<file path="src/rtl/pll_lock_ctrl.sv">
// ---------------------------------------------------------------------------
// pll_lock_ctrl
//
// Acquisition and tracking sequencer that sits between the reference
// correlation low-pass filter and the reference DDS.  It sweeps the DDS
// frequency word from F_START towards F_STOP in F_STEP increments.  After
// every change it waits a settling window so the filter pipeline can flush.
// It then samples the filter's threshold flag ('adjust').  LOCK_CNT
// consecutive hits at one frequency declare lock.  While locked, LOSS_CNT
// consecutive misses drop lock and restart the sweep from F_START.  If a miss
// occurs with no legal frequency left, the sweep parks in FAIL.
//
// Ports
//   clk         in   system clock
//   sys_rst_n   in   asynchronous active-low reset
//   start       in   one-cycle pulse, begins acquisition (IDLE/FAIL only)
//   abort       in   one-cycle pulse, returns to IDLE from any state
//   adjust      in   filter flag, 1 = |correlation| >= threshold (hit)
//   freq_word   out  frequency word driven to the DDS
//   freq_upd    out  one-cycle pulse in the cycle freq_word changes
//   locked      out  high in LOCK_SETTLE / LOCK_SAMPLE
//   busy        out  high in every state except IDLE and FAIL
//   sweep_fail  out  high in FAIL
//   lost_lock   out  one-cycle pulse when lock is dropped by misses
//   state_o     out  encoded state (IDLE=0 .. FAIL=5)
// ---------------------------------------------------------------------------
module pll_lock_ctrl #(
   parameter int unsigned   FW         = 32,
   parameter logic [FW-1:0] F_START    = FW'(100),
   parameter logic [FW-1:0] F_STOP     = FW'(150),
   parameter logic [FW-1:0] F_STEP     = FW'(10),
   parameter int unsigned   SETTLE_CYC = 64,
   parameter int unsigned   LOCK_CNT   = 8,
   parameter int unsigned   LOSS_CNT   = 4
) (
   input  logic          clk,
   input  logic          sys_rst_n,
   input  logic          start,
   input  logic          abort,
   input  logic          adjust,
   output logic [FW-1:0] freq_word,
   output logic          freq_upd,
   output logic          locked,
   output logic          busy,
   output logic          sweep_fail,
   output logic          lost_lock,
   output logic [2:0]    state_o
);

   // Counter widths.  The settle counter only ever holds SETTLE_CYC-1 down
   // to 0.  The hit/miss counters never exceed LOCK_CNT-1 / LOSS_CNT-1,
   // because reaching the limit changes state in the same edge.
   localparam int unsigned SW = (SETTLE_CYC > 1) ? $clog2(SETTLE_CYC) : 1;
   localparam int unsigned HW = $clog2(LOCK_CNT + 1);
   localparam int unsigned MW = $clog2(LOSS_CNT + 1);

   localparam logic [SW-1:0] SETTLE_LOAD = SW'(SETTLE_CYC - 1);
   localparam logic [HW-1:0] HIT_LAST    = HW'(LOCK_CNT - 1);
   localparam logic [MW-1:0] MISS_LAST   = MW'(LOSS_CNT - 1);

   typedef enum logic [2:0] {
      S_IDLE        = 3'd0,
      S_SETTLE      = 3'd1,
      S_SAMPLE      = 3'd2,
      S_LOCK_SETTLE = 3'd3,
      S_LOCK_SAMPLE = 3'd4,
      S_FAIL        = 3'd5
   } state_t;

   state_t        r_state;
   logic [FW-1:0] r_freqWord;
   logic          r_freqUpd;
   logic          r_lostLock;
   logic [HW-1:0] r_hitCnt;
   logic [MW-1:0] r_missCnt;
   logic [SW-1:0] r_settleCnt;

   state_t        w_nextState;
   logic [FW-1:0] w_nextFreq;
   logic          w_nextUpd;
   logic          w_nextLost;
   logic [HW-1:0] w_nextHit;
   logic [MW-1:0] w_nextMiss;
   logic [SW-1:0] w_nextSettle;

   // The step is evaluated one bit wider than the word, so a sweep near the
   // top of the FW range ends in FAIL instead of wrapping to a low frequency.
   logic [FW:0]   w_stepSum;
   logic          w_stepOver;

   assign w_stepSum  = {1'b0, r_freqWord} + {1'b0, F_STEP};
   assign w_stepOver = (w_stepSum > {1'b0, F_STOP});

   // State and datapath registers.  Everything returns to zero on reset,
   // including the frequency word, so the DDS sees a known value.
   always_ff @(posedge clk or negedge sys_rst_n) begin
      if (!sys_rst_n) begin
         r_state     <= S_IDLE;
         r_freqWord  <= '0;
         r_freqUpd   <= 1'b0;
         r_lostLock  <= 1'b0;
         r_hitCnt    <= '0;
         r_missCnt   <= '0;
         r_settleCnt <= '0;
      end else begin
         r_state     <= w_nextState;
         r_freqWord  <= w_nextFreq;
         r_freqUpd   <= w_nextUpd;
         r_lostLock  <= w_nextLost;
         r_hitCnt    <= w_nextHit;
         r_missCnt   <= w_nextMiss;
         r_settleCnt <= w_nextSettle;
      end
   end

   // Next-state and datapath decisions.  Abort is checked before anything
   // else, so it wins over start and over any sample result.  An abort keeps
   // the current frequency word and raises no pulses; a held lock is simply
   // cleared and is not reported as lost.
   always_comb begin
      w_nextState  = r_state;
      w_nextFreq   = r_freqWord;
      w_nextUpd    = 1'b0;
      w_nextLost   = 1'b0;
      w_nextHit    = r_hitCnt;
      w_nextMiss   = r_missCnt;
      w_nextSettle = r_settleCnt;

      if (abort) begin
         w_nextState  = S_IDLE;
         w_nextHit    = '0;
         w_nextMiss   = '0;
         w_nextSettle = '0;
      end else begin
         case (r_state)
            S_IDLE, S_FAIL: begin
               if (start) begin
                  w_nextState  = S_SETTLE;
                  w_nextFreq   = F_START;
                  w_nextUpd    = 1'b1;
                  w_nextSettle = SETTLE_LOAD;
                  w_nextHit    = '0;
                  w_nextMiss   = '0;
               end
            end

            // The counter is loaded with SETTLE_CYC-1 on entry.  Leaving on
            // zero gives a window of exactly SETTLE_CYC cycles.
            S_SETTLE: begin
               if (r_settleCnt == '0) begin
                  w_nextState = S_SAMPLE;
               end else begin
                  w_nextSettle = r_settleCnt - SW'(1);
               end
            end

            S_SAMPLE: begin
               w_nextSettle = SETTLE_LOAD;
               if (adjust) begin
                  if (r_hitCnt == HIT_LAST) begin
                     w_nextState = S_LOCK_SETTLE;
                     w_nextMiss  = '0;
                  end else begin
                     // Hit but not enough yet: re-settle at the same word
                     // so every hit is taken on fresh filter output.
                     w_nextState = S_SETTLE;
                     w_nextHit   = r_hitCnt + HW'(1);
                  end
               end else begin
                  w_nextHit = '0;
                  if (w_stepOver) begin
                     w_nextState  = S_FAIL;
                     w_nextSettle = '0;
                  end else begin
                     w_nextState = S_SETTLE;
                     w_nextFreq  = w_stepSum[FW-1:0];
                     w_nextUpd   = 1'b1;
                  end
               end
            end

            S_LOCK_SETTLE: begin
               if (r_settleCnt == '0) begin
                  w_nextState = S_LOCK_SAMPLE;
               end else begin
                  w_nextSettle = r_settleCnt - SW'(1);
               end
            end

            // While locked, only a run of LOSS_CNT misses without an
            // intervening hit drops lock.  The sweep then restarts from the
            // bottom of the range.
            S_LOCK_SAMPLE: begin
               w_nextSettle = SETTLE_LOAD;
               if (adjust) begin
                  w_nextState = S_LOCK_SETTLE;
                  w_nextMiss  = '0;
               end else if (r_missCnt == MISS_LAST) begin
                  w_nextState = S_SETTLE;
                  w_nextLost  = 1'b1;
                  w_nextFreq  = F_START;
                  w_nextUpd   = 1'b1;
                  w_nextHit   = '0;
                  w_nextMiss  = '0;
               end else begin
                  w_nextState = S_LOCK_SETTLE;
                  w_nextMiss  = r_missCnt + MW'(1);
               end
            end

            default: begin
               w_nextState  = S_IDLE;
               w_nextHit    = '0;
               w_nextMiss   = '0;
               w_nextSettle = '0;
            end
         endcase
      end
   end

   // Status flags are decoded from the registered state.  They therefore
   // change on the same edge as the state and clear at once on reset.
   assign freq_word  = r_freqWord;
   assign freq_upd   = r_freqUpd;
   assign lost_lock  = r_lostLock;
   assign locked     = (r_state == S_LOCK_SETTLE) || (r_state == S_LOCK_SAMPLE);
   assign busy       = (r_state != S_IDLE) && (r_state != S_FAIL);
   assign sweep_fail = (r_state == S_FAIL);
   assign state_o    = r_state;

endmodule

</file>
<file path="config.mk">
export PLATFORM = sky130hd
export DESIGN_NAME = pll_lock_ctrl
export DESIGN_NICKNAME = d
export VERILOG_FILES = /design/src/rtl/pll_lock_ctrl.sv
export SDC_FILE = /design/constraint.sdc
export NUM_CORES = 1
export LEC_CHECK = 0
export CORE_ASPECT_RATIO = 1.75
export CORE_MARGIN = 5
export CORE_UTILIZATION = 50
export CTS_CLUSTER_DIAMETER = 40
export DETAILED_ROUTE_END_ITERATION = 12
export PLACE_DENSITY_LB_ADDON = 0.08
export SETUP_SLACK_MARGIN = 0.02
export SYNTH_ARGS = -nofsm -noshare
export SYNTH_HDL_FRONTEND = slang
export SYNTH_SLANG_ARGS = --single-unit
</file>
<file path="constraint.sdc">
create_clock -name clk -period 8.2 [get_ports clk]
set_clock_uncertainty 0.1 [all_clocks]
set_input_delay 2.05 -clock clk [delete_from_list [all_inputs] [get_ports clk]]
set_output_delay 2.05 -clock clk [all_outputs]
set_load 0.01 [all_outputs]
</file>
# Word level (Yosys, flattened, before mapping)
# Cells that the tools add are included.
[totals]
ff_bits = 50
out_inout_bits = 40
elab_cells = 94
[op_classes]
addsub = 4
magnitude_cmp = 1
eq_ne = 23
muxes = 45
bitwise_logic = 1
reduce_logical = 13
[ops]
columns = ["cell", "count"]
rows = [
  ["32-bit two-way mux", 5],
  ["32-bit one-hot mux with 3 select lines", 1],
  ["3-bit two-way mux", 12],
  ["32-bit by 4-bit adder with 33-bit output (second input constant)", 1],
  ["33-bit by 8-bit greater-than comparator with 1-bit output (second input constant)", 1],
  ["6-bit two-way mux", 5],
  ["3-bit != test (second input constant)", 9],
  ["4-bit two-way mux", 6],
  ["6-bit one-hot mux with 4 select lines", 1],
  ["4-bit one-hot mux with 4 select lines", 1],
  ["3-bit one-hot mux with 5 select lines", 1],
  ["3-bit one-hot mux with 4 select lines", 1],
  ["2-bit != test (second input constant)", 5],
  ["3-bit by 2-bit == test with 1-bit output (second input constant)", 3],
  ["1-bit two-way mux", 8],
  ["7-bit AND reduction", 1],
  ["3-bit == test (second input constant)", 2],
  ["6-bit zero test", 1],
  ["2-bit two-way mux", 3],
  ["3-bit nonzero test", 2],
  ["6-bit by 1-bit subtractor with 6-bit output (second input constant)", 1],
  ["5-bit AND reduction", 1],
  ["4-bit by 1-bit adder with 4-bit output (second input constant)", 1],
  ["4-bit by 3-bit == test with 1-bit output (second input constant)", 1],
  ["other kinds (13)", 14],
]

# Depth between registers and ports, before layout
# Gate-level depths: netlist of run 1.
[logic_depth]
word_depth = 6
ltp_mapped = 12
depth_no_buf = 10

# Least setup slack after synthesis of run 1
# Ideal clock, no wire load.
[synth_timing]
kind = "input -> register"
startpoint = "in adjust"
endpoint = "reg r_freqWord[2], in the netlist freq_word[2]"
arrival_ns = 3.432
path_slack_ns = 4.543
path_stages = 5
n_path_buf = 1
cell_sequence = "or3_1 or3_1 buf_2 o21a_4 mux2_4"
[synth_between]
elab_chain_cells = 2
word_cells_on_any_way = 3
cone_classes = "eq/ne: 2; reduce/logical: 1"
[synth_rtl]
columns = ["element", "line_no", "rtl"]
rows = [
  ["start: declaration", "40", "input logic adjust,"],
  ["2-bit != test (no source line)", "-", ""],
  ["7-bit AND reduction (no source line) *", "-", ""],
  ["end signal: assignment", "107", "r_freqWord <= w_nextFreq;"],
  ["end: declaration", "71", "logic [FW-1:0] r_freqWord;"],
]
# Mark *: on every way between the ends. The rest lies on a longest branch, timed or not.
# A chain may end at the register's enable or synchronous reset.

# Worst setup path after layout of run 1
[layout_timing]
startpoint = "in abort"
endpoint = "reg r_freqWord[2], in the netlist freq_word[2]"
[layout_between]
elab_chain_cells = 2
[layout_rtl]
columns = ["element", "line_no", "rtl"]
rows = [
  ["start: declaration", "39", "input logic abort,"],
  ["1-bit inverter (no source line)", "-", ""],
  ["7-bit AND reduction (no source line)", "-", ""],
]
# Every way passes these cells.

==> results of run 1 <==
==> how the worst max path moves through the flow <==
stage,end,slack [ps],start,depth (start not counted)
global route,locked,3880,state_o[0],4
finish,freq_word[2],4000,abort,5
global placement,freq_word[2],3720,abort,5
CTS,freq_word[2],4000,abort,5
detailed placement,freq_word[2],3670,abort,5
floorplan,freq_word[2],4540,adjust,5
==> report_power, final <==
part	internal, mW	total [mW]	switching, mW
registers	0.251	0.265	0.0134
logic	0.0333	0.0797	0.0464
clock network	0.0622	0.151	0.0887
==> final cells by class <==
type / count / area (µm²) / area share
clock buffers: 5 / 68.82 / 0.01928
clock inverters: 3 / 26.28 / 0.007363
inverters: 9 / 33.78 / 0.009467
multi-input cells: 274 / 1683 / 0.4716
flip-flops and latches: 49 / 1226 / 0.3436
well taps: 78 / 97.59 / 0.02735
repair buffers: 44 / 432.9 / 0.1213
==> sequential cells by signal, indices dropped and copies added, names as in the netlist <==
signal / count
r_hitCnt: 4
state_o: 3
lost_lock: 1
r_settleCnt: 6
r_missCnt: 3
freq_upd: 1
freq_word: 31
==> kinds of logic after synthesis <==
family,after synthesis,share of synthesized area
AND/OR/NAND/NOR,168,0.2998
AO/OA/AOI/OAI,90,0.1989
flip-flops,49,0.4053
buffers and inverters,23,0.03846
adder cells (fa/ha/maj),6,0.02481
multiplexers,5,0.01985
XOR/XNOR,4,0.01158
other,1,0.001240
==> critical path, stage by stage <==
cell,delay (ps)
clkdlybuf4s50_1,640
or3_1,490
or3_1,470
o21a_4,330
mux2_4,320
==> stage by stage <==
stage	total power [mW]	hold slack, ps	cell area, µm²	setup slack (ps)	utilization
finish	0.4953	389.8	3568	3996	0.6069
global route	0.5208	422.8	3568	3878	0.6069
CTS	0.4988	390.3	3568	4004	0.6069
detailed placement	0.3492	367.0	3473	3672	0.5908
global placement	0.3478	360.1	3473	3725	0.5908
floorplan	0.3229	348.6	3025	4543	-
==> cell usage in the layout (no fill, tap or decap), types with 3 or more instances in the layout <==
cell type,count
o22ai_1,4
a21oi_1,23
xnor2_1,3
a22oi_1,4
or3_1,11
clkdlybuf4s50_1,42
or4_1,5
and2_1,24
o2bb2ai_1,3
nand4_1,5
o21ai_0,22
o21a_1,5
nor3_1,11
and4_1,3
nor2b_1,4
nor2_1,31
a21o_1,3
nand2b_1,9
clkbuf_8,5
dfrtp_1,49
and3_1,9
ha_1,6
inv_1,9
nand2_1,30
mux2_2,3
nand3_1,12
==> layer usage <==
metal | GRT usage | up-vias
met3 | 0.03277 | 29
met5 | 0 | -
li1 | - | 1326
met2 | 0.3886 | 61
met1 | 0.2335 | 1311
met4 | 0.1016 | 0
==> impl_metrics.ini, run 1 <==
[layout]
fin_cells = 462
n_fill_cell = 563
area_growth_pct = 17.95
final_nets = 394
antenna_cells = 0
post_route_cells_drive_above_1_share = 0.06771

[yosys]
yosys.area.top_type = dfrtp_1
async_flop_share = 1.000
synthTopCellsByCount = dfrtp_1, nor2_1, nand2_1
synth_area_leaders = dfrtp_1, and2_1, nor2_1
synth_area_um2 = 3025
synthFlopType = dfrtp_1
synth_top_cell_area_share = 0.4053
synthesis.nets = 357
yosysMostFrequentCell = dfrtp_1
ys_ff_latch = 49
synth_cell_type_count = 65
synth_edf_count = 0
ys_warn_count = 0
synth.yosys.seq_area_share = 0.4053
syn_inst = 346
syn_area_per_cell_um2 = 8.744

[grt]
grt_pass1_vias = 2721
gr-usage-all-layers = 0.2152
grt_pass1_wl_um = 12850
antenna_found_initial = 0
gr-total-overflow = 0
grt_max_degree = 50

[timing]
tns_ps = 0
fmax_ghz = 0.2379
maxSlewViolCount = 0
rsz0062_at_grt = no
timing_hold_violations_final = 0
post-route-period-util = 0.5127
layout_min_cycle_time_ps = 4204
setup_violations = 0
max_slew_margin = 0.5711
worst_pin_slew_ps = 638.0

[drt]
m1WireLength_um = 2949
drt-vias-per-instance = 5.903
wl_met3_um = 236
drtIter0Drc = 137
topRoutingLayerUsed = met4
vias = 2727
drt-total-wl_um = 7720
first_pass_iters = 4
wl_per_cell_um = 16.71
met2_length_um = 4168
drc = 0
ant_nets = 0

[outcome]
status = completed

[worst_setup_path]
endpoint_kind = register
worstPathArrival_ps = 4300
crit_required_ps = 8300
reg2reg_slack_ps = 4280
reg2reg_depth = 9
crit_fanout = 31
r2r-end = freq_word[2]
cp-start-kind = input port
rr_startpoint = freq_word[1]
critical_path_class = input port to register

[power]
p_per_area_nw_per_um2 = 138.8
ir_worst_vdd_uv = 118.6
leakage_nw = 1.460

[die]
die_w_um = 68.80
core_area_um2 = 5879
pin_count = 45
start_util = 0.5146
rows = 37
die_height_um = 112.9
dieArea_um2 = 7768

[placed_design]
dp.cells = 454
gp_congestion = 0.9383
io_buffers = 43
place_hpwl_um = 5822

[clock_tree]
post_cts_resized = 0
clkLatencyLatePin_ps = 310
cts.sinks = 49
hold_buffers = 0
clkTransAtPathRegs_ps = 100
cts_buffer_depth = 2
tritoncts = built
cts_setup_buffers = 0
htree_levels = 2
root_buffer = clkbuf_8
cts_made_buffers = 5

[min_path]
hold_start = r_missCnt[2]
holdPathEnd = r_missCnt[2]
hold_depth = 1
hold_path.class = register to register

[run]
cap_violations = 0
Note: power is estimated with default switching activity, not from simulation.
==> run 2, diff against run 1 <==
--- a/config.mk
+++ b/config.mk
@@ -7,7 +7,7 @@
 export LEC_CHECK = 0
 export CORE_ASPECT_RATIO = 1.75
 export CORE_MARGIN = 5
-export CORE_UTILIZATION = 50
+export CORE_UTILIZATION = 49
 export CTS_CLUSTER_DIAMETER = 40
 export DETAILED_ROUTE_END_ITERATION = 12
 export PLACE_DENSITY_LB_ADDON = 0.08
==> constraint.sdc (replaced) <==
create_clock -name clk -period 3.7 [get_ports clk]
set_clock_uncertainty 0.1 [all_clocks]
set_input_delay 0.925 -clock clk [delete_from_list [all_inputs] [get_ports clk]]
set_output_delay 0.925 -clock clk [all_outputs]
set_load 0.01 [all_outputs]
==> run 2 against run 1 <==
Net effect: count of clock-buffer cells in the layout up 1; die area is 1.8% higher; via count grew 2.5%; sequential power up 120%; global-route usage down 0.19 points; hold slack worse by 1.9 ps; worst setup slack worse by 3800 ps; sequential share of layout area decreased by 0.98 points; final cell count increased by 3.2%; non-clock buffer count rose by 14; wire length is 5.1% higher; critical path depth rose by 3; largest cell class unchanged.
==> impl_metrics.ini, run 2 (synthesis gave the netlist of run 1 again) <==
[outcome]
status = completed

[power]
leakage_nw = 1.530
seqPwrFrac = 0.535
p_per_area_nw_per_um2 = 298.6
power_mw = 1.098
clockPowerShare = 0.301
ir_worst_vdd_uv = 251.1
p_switching_mw = 0.3164
p_int_mw = 0.7817
switching_share = 0.2881
p_comb_frac = 0.164

[worst_setup_path]
cp-start-kind = register
endpoint_kind = register
worstPathArrival_ps = 3590
r2r-end = freq_word[2]
crit_fanout = 31
reg2reg_slack_ps = 230
crit_required_ps = 3810
critical_path_class = register to register
reg2reg_depth = 8
rr_startpoint = freq_word[5]

[clock_tree]
hold_buffers = 0
cts_buffer_depth = 2
cts_setup_buffers = 0
htree_levels = 2
cts_made_buffers = 5
clkLatencyLatePin_ps = 320
tritoncts = built
cts.sinks = 49
clkTransAtPathRegs_ps = 90
root_buffer = clkbuf_8

[grt]
grt_pass1_wl_um = 13440
gr-total-overflow = 0
grt_pass1_vias = 2843
antenna_found_initial = 0
gr-usage-all-layers = 0.2133
grt_max_degree = 50

[die]
core_area_um2 = 6133
die_w_um = 69.40
rows = 38
dieArea_um2 = 7908
die_height_um = 113.9
pin_count = 45
start_util = 0.4933

[placed_design]
gp_congestion = 0.8799
place_area_um2 = 3581
place_hpwl_um = 6110
post-place-ws_ps = 152.5
io_buffers = 43

[timing]
worst_pin_slew_ps = 1095
max_slew_margin = 0.2701
setup_slack_ps = 227.1
tns_ps = 0
timing_hold_violations_final = 0
rsz0062_at_grt = no
setup_violations = 0
post-route-period-util = 0.9386
whs_ps = 387.9
fmax_ghz = 0.2879
layout_min_cycle_time_ps = 3473
maxSlewViolCount = 0

[layout]
antenna_cells = 0
fin_area_um2 = 3677
final_cell_mix = dfrtp_1, clkdlybuf4s50_1, nor2_1
largest_reg_flops = 31
n_fill_cell = 543
area_growth_pct = 21.55
final_common_cell = dfrtp_1
final_nets = 408
post_route_cells_drive_above_1_share = 0.1033

[min_path]
hold_path.class = register to register
hold_start = r_missCnt[2]
hold_depth = 1
holdPathEnd = r_missCnt[2]

[drt]
wl_per_cell_um = 17.01
drt-total-wl_um = 8113
drt-vias-per-instance = 5.862
drc = 0
first_pass_iters = 4
ant_nets = 0
drtIter0Drc = 120
vias = 2796

[run]
cap_violations = 0
[run 2: worst max path at each step]
stage                             from      endpoint  slack (ps)  cells after the start
after floorplan           freq_word[1]  freq_word[2]         330                     10
after global placement    freq_word[1]  freq_word[2]         210                      9
after detailed placement  freq_word[1]  freq_word[2]         150                      9
after CTS                 freq_word[1]  freq_word[2]         130                      9
after global routing      freq_word[2]  freq_word[2]          60                      9
final                     freq_word[5]  freq_word[2]         230                      8
[run 2: critical path: stages, from the launching register on]
cell and delay, ps:
dfrtp_1 520, nand3_1 180, or3b_1 450, mux2_1 340, o32a_1 200, or4_4 530
or3_1 420, o21a_4 320, mux2_4 320
[run 2: metrics by stage]
step / cells / util
2_1_floorplan: 346 / -
3_3_place_gp: 470 / 0.5838
3_5_place_dp: 470 / 0.5838
4_1_cts: 477 / 0.5985
5_1_grt: 477 / 0.5996
6_report: 477 / 0.5996
[run 2: area by class of cell]
class	instances	area (µm²)	share of cell area
Clock buffer	6	82.58	0.02246
Timing Repair Buffer	58	538.0	0.1463
Clock inverter	1	7.507	0.002042
Sequential cell	49	1227	0.3338
Tap cell	80	100.1	0.02722
Inverter	9	33.78	0.009187
Multi-Input combinational cell	274	1688	0.4590
[run 2: power groups by stage]
stage	clock (mW)	combinational [mW]	sequential, mW
final	0.331	0.180	0.587
after detailed placement	0	0.181	0.596
after global routing	0.365	0.203	0.591
after global placement	0	0.178	0.596
after CTS	0.344	0.181	0.586
after floorplan	0	0.127	0.588
[run 2: metal layers]
metal | part of all wire | GRT usage | routed length (µm)
met1 | 0.38 | 0.2120 | 3059
met5 | 0 | 0 | 0
met4 | 0.059 | 0.1617 | 480
met2 | 0.53 | 0.3903 | 4273
met3 | 0.037 | 0.03439 | 299
[run 2: timing repair]
action                     in CTS  in global routing
resized for setup               0                  2
hold endpoints to repair        0                  0
setup endpoints to repair       0                  2
